[src/rtl/barrier_ctrl_multi.sv]
// Multi-lane parking entry barriers sharing one occupancy counter, arbitrated lowest lane first.
// Optional macro BARR_HOLD_EN keeps a barrier open (HOLD) while VehPresent reports a vehicle.
module barrier_ctrl_multi #(
    parameter int N_LANES     = 2,
    parameter int OPEN_CYCLES = 6,
    parameter int CAPACITY    = 16
) (
    input  logic                            CLK,
    input  logic                            RSTn,
    input  logic [N_LANES-1:0]              MatrVal,
    input  logic [N_LANES-1:0]              VehPresent,
    input  logic                            SaidaVal,
    output logic [N_LANES-1:0]              Barreira,
    output logic [N_LANES-1:0]              Recusado,
    output logic [$clog2(CAPACITY+1)-1:0]   Ocupacao,
    output logic                            Cheio
);

    localparam int OCC_W = $clog2(CAPACITY + 1);

`ifdef BARR_HOLD_EN
    typedef enum logic [1:0] {CLOSED, OPEN, HOLD} state_t;
`else
    typedef enum logic [1:0] {CLOSED, OPEN} state_t;

    logic unused_veh;
    assign unused_veh = ^VehPresent;
`endif

    state_t             state [N_LANES];
    logic [7:0]         cnt   [N_LANES];
    logic [N_LANES-1:0] matr_prev;
    logic [N_LANES-1:0] matr_armed;
    logic               saida_prev;
    logic               saida_armed;
    logic [N_LANES-1:0] matr_rise;
    logic               saida_rise;
    logic [N_LANES-1:0] grant;
    logic [OCC_W-1:0]   ocup_next;
    int                 avail;
    int                 granted;
    int                 total;

    // The armed bits stay low until an input is seen at 0, so a level held through reset is not an edge.
    assign matr_rise  = MatrVal & ~matr_prev & matr_armed;
    assign saida_rise = SaidaVal & ~saida_prev & saida_armed;
    assign Cheio      = (Ocupacao == OCC_W'(CAPACITY));

    // Only the registered occupancy sets the free-space budget; a same-cycle exit frees nothing yet.
    always_comb begin
        avail   = CAPACITY - int'(Ocupacao);
        granted = 0;
        grant   = '0;
        for (int i = 0; i < N_LANES; i++) begin
            if (matr_rise[i] && (state[i] == CLOSED) && (granted < avail)) begin
                grant[i] = 1'b1;
                granted  = granted + 1;
            end
        end
        total = int'(Ocupacao) + granted;
        if (saida_rise && (total > 0))
            total = total - 1;
        ocup_next = OCC_W'(total);
    end

    always_ff @(posedge CLK or negedge RSTn) begin
        if (!RSTn) begin
            matr_prev   <= '0;
            matr_armed  <= '0;
            saida_prev  <= 1'b0;
            saida_armed <= 1'b0;
            Barreira    <= '0;
            Recusado    <= '0;
            Ocupacao    <= '0;
            for (int i = 0; i < N_LANES; i++) begin
                state[i] <= CLOSED;
                cnt[i]   <= 8'd0;
            end
        end else begin
            matr_prev   <= MatrVal;
            matr_armed  <= matr_armed | ~MatrVal;
            saida_prev  <= SaidaVal;
            saida_armed <= saida_armed | ~SaidaVal;
            Ocupacao    <= ocup_next;
            for (int i = 0; i < N_LANES; i++) begin
                Recusado[i] <= 1'b0;
                case (state[i])
                    CLOSED: begin
                        if (grant[i]) begin
                            state[i]    <= OPEN;
                            cnt[i]      <= 8'(OPEN_CYCLES);
                            Barreira[i] <= 1'b1;
                        end else if (matr_rise[i]) begin
                            Recusado[i] <= 1'b1;
                        end
                    end
                    OPEN: begin
                        if (matr_rise[i]) begin
                            cnt[i] <= 8'(OPEN_CYCLES);
                        end else if (cnt[i] <= 8'd1) begin
                            cnt[i] <= 8'd0;
`ifdef BARR_HOLD_EN
                            if (VehPresent[i]) begin
                                state[i] <= HOLD;
                            end else begin
                                state[i]    <= CLOSED;
                                Barreira[i] <= 1'b0;
                            end
`else
                            state[i]    <= CLOSED;
                            Barreira[i] <= 1'b0;
`endif
                        end else begin
                            cnt[i] <= cnt[i] - 8'd1;
                        end
                    end
`ifdef BARR_HOLD_EN
                    HOLD: begin
                        if (matr_rise[i]) begin
                            state[i] <= OPEN;
                            cnt[i]   <= 8'(OPEN_CYCLES);
                        end else if (!VehPresent[i]) begin
                            state[i]    <= CLOSED;
                            Barreira[i] <= 1'b0;
                        end
                    end
`endif
                    default: begin
                        state[i]    <= CLOSED;
                        Barreira[i] <= 1'b0;
                    end
                endcase
            end
        end
    end

endmodule

[config.mk]
export PLATFORM = sky130hd
export DESIGN_NAME = barrier_ctrl_multi
export DESIGN_NICKNAME = d
export VERILOG_FILES = /design/src/rtl/barrier_ctrl_multi.sv
export SDC_FILE = /design/constraint.sdc
export NUM_CORES = 1
export LEC_CHECK = 0
export BUFFER_PORTS_ARGS = -buffer_cell sky130_fd_sc_hd__buf_4
export CAP_MARGIN = 10
export CORE_UTILIZATION = 40
export CTS_CLUSTER_DIAMETER = 30
export DETAILED_ROUTE_END_ITERATION = 16
export GPL_TIMING_DRIVEN = 0
export PLACE_DENSITY = 0.65
export SETUP_SLACK_MARGIN = 0.5
export SYNTH_ARGS = -nofsm -noshare
export SYNTH_HDL_FRONTEND = slang
export SYNTH_SLANG_ARGS = --single-unit
[constraint.sdc]
create_clock -name CLK -period 4.1 [get_ports CLK]
set_clock_uncertainty 0.1 [all_clocks]
set_input_delay 0.205 -clock CLK [delete_from_list [all_inputs] [get_ports CLK]]
set_output_delay 0.205 -clock CLK [all_outputs]
set_load 0.02 [all_outputs]
==> out/results.ini <==
[logic_synthesis]
synth-compound-area-share=0.186
synth_top_family_by_area=simple AND/OR/NAND/NOR gates
netlist_instances=202
synthTopCellsByArea=dfrtp_1 40%, ha_1 7.8%, o21ai_0 4.4%
yosysWarnings=0
synth_edf_count=0
synth_area_per_cell_um2=9.51
ys.flop_type=dfrtp_1
yosys.area_share.simple=0.250
yosys_register_bits=31
netlist_area_mm2=0.00192
synthMuxAreaShare=0.0104
synthAdderAreaFrac=0.0886
syn_nets=222
synth_xor_xnor_area_share=0.0182
synth_top_area_frac=0.404
synth_most_common_cell=dfrtp_1
yosys.area.top_type=dfrtp_1
synthTopCellsByCount=31 x dfrtp_1, 20 x nor2_1, 17 x o21ai_0
yosysSeqAreaShare=0.404
synthArstFlopShare=1.00
yosysUniqueCellTypes=53

[sta]
rsz0062_at_grt=yes
hold_viol_final=0
fin_crit_sh=0.963
clock.fmax_ghz=0.253
period_needed_ns=3.95
finalSetupViolations=0
worst_pin_slew_ns=0.669
slew_headroom=0.552
fin_ws_ns=0.154
drv_slew=0
finalSetupTns_ns=0

[floorplan]
dieHeight_um=71.3
die_x_um=71.3
core_area_mm2=0.00447
start_util=0.429
die-area_mm2=0.00508
num_io_pins=17
rows=24

[clock_network]
clockBufferDepth=2
clk_latency_ns=0.28
clkTransAtPathRegs_ns=0.07
cts_max_level=2
cts_tree=yes
root_buffer=clkbuf_8
numClockSinks=31
numCtsBuffers=5

[worst_setup_path]
critPathMostFrequentCell=inv_2
endpoint_kind=register
path_buf_inv=4
required_ns=4.22
start_kind=register
crit_slowest_cell=o41a_4
arrival_ns=4.07
worstPathMaxFanout=3
crit_chain=inv_2 -> ha_4 -> inv_2 -> nor3_2 -> ha_1 -> o41a_4 -> o21ai_4 -> nor2_1 -> ha_1 -> ha_2 -> fa_2 -> inv_2 -> buf_4 -> ha_2 -> nand4b_1 -> or4b_4 -> nand4_1
path_delay_family=adder cells
max_stage_delay_ns=0.51
critPathKind=reg -> reg

[route]
drtPass1Iterations=10
drtIter0Drc=73
avgViaCountPerCell=5.32
drc=2
drtAntennaViolNets=0
drt-total-wl_um=3940
wl_per_cell_um=13.5
vias=1559

[power]
ir_drop_v=0.000424
power_per_cell_area_mw_per_mm2=761
p_leak_uw=0.00106
power_uw=1870

[grt]
grtUsageTotal=0.182
overflow=0
grt_pass1_vias=1566
grt_pass1_wl_um=7220
grt_max_degree=32
antenna_found_initial=0

[placement]
place_congestion=0.799
port_buffers=14
placed_area_mm2=0.00215
pre_cts_ws_ns=-0.0356
dp_hpwl_um=2630

[cells_and_area]
syn2layout_area_growth_pct=27.7
antennaDiodeCount=0
layout-drive-gt1-share=0.286
fin_nets=260
n_fill_cell=393
design_area_mm2=0.00245

[job]
maxCapViolCount=0

[status]
failed_checks=DRC
status=complete, but fails checks

[min_path]
hp-class=in -> reg

==> worst paths after layout <==
check | from | end | slack (ns) | cells after the start
max | Ocupacao[0] | Ocupacao[4] | 0.15 | 17
min | MatrVal[0] | Barreira[0] | 0.25 | 3
max reg2reg | Ocupacao[0] | Ocupacao[4] | 0.15 | 17
min reg2reg | matr_armed[1] | matr_armed[1] | 0.37 | 1
max in group asynchronous | RSTn | Ocupacao[1] | 3.30 | 2
min in group asynchronous | RSTn | Ocupacao[4] | 0.29 | 2
==> layout by cell type (no fill, tap or decap), types with 6 or more instances in the layout <==
| cell | instances |
|---|---|
| nor2_1 | 17 |
| inv_1 | 11 |
| nand2b_1 | 7 |
| dfrtp_1 | 29 |
| ha_1 | 8 |
| nand2_1 | 10 |
| clkbuf_8 | 6 |
| o21ai_0 | 16 |
| a21oi_1 | 7 |
| buf_4 | 27 |
==> layout make-up <==
| cell class | instances | area (µm²) | area share |
|---|---|---|---|
| tap | 52 | 65.1 | 0.0265 |
| clock buffer | 6 | 82.6 | 0.0337 |
| multi-input combinational | 152 | 1160 | 0.474 |
| timing repair buffer | 31 | 246 | 0.101 |
| sequential | 31 | 778 | 0.317 |
| inverter | 15 | 56.3 | 0.0230 |
| clock inverter | 2 | 35.0 | 0.0143 |
| buffer | 4 | 26.3 | 0.0107 |
==> where the power goes <==
group          leakage [µW]  total (µW)  internal (µW)  switching [µW]
sequential         0.000369         516            412             104
combinational      0.000632        1030            474             560
clock             0.0000612         316            197             120
total               0.00106        1870           1080             784
==> layer usage <==
layer / wire (µm) / vias up / GRT usage
met3: 129 / 2 / 0.0492
li1: - / 805 / -
met5: 0 / - / 0
met4: 25 / 0 / 0.0556
met2: 1770 / 19 / 0.268
met1: 2020 / 733 / 0.261
==> metrics by stage <==
| stage | hold WS [ns] | instances | utilization |
|---|---|---|---|
| after global placement | 0.0692 | 268 | 0.481 |
| after global routing | 0.269 | 293 | 0.548 |
| after CTS | 0.250 | 292 | 0.546 |
| final | 0.254 | 293 | 0.548 |
| after detailed placement | 0.0688 | 268 | 0.481 |
| after floorplan | -0.191 | 202 | - |
==> timing repair <==
item | 4_1_cts | 5_1_grt
gates resized for setup | 12 | 0
buffers inserted | 12 | 1
hold buffers | 4 | 0
pin swaps | 8 | 1
hold endpoints to repair | 36 | 0
endpoints found under the setup margin | 5 | 5
==> flip-flops by register name (all words and copies together) (netlist names) <==
register / count
Barreira: 2
saida_armed: 1
Ocupacao: 5
Recusado: 2
matr_armed: 2
saida_prev: 1
matr_prev: 2
cnt: 16
==> logic make-up (layout without fill, tap and decap cells) <==
kind of cell | count (synthesis) | count (layout)
simple gates | 82 | 82
xor+xnor | 4 | 4
mux | 2 | 2
flops | 31 | 31
compound gates | 51 | 51
buf+inv | 19 | 58
fa+ha+maj | 13 | 13
==> worst min-delay path, cell delays in order <==
cell      delay, ns
buf_4          0.12
nand3b_2       0.20
a21boi_2       0.07
Note: power is estimated with default switching activity, not from simulation.
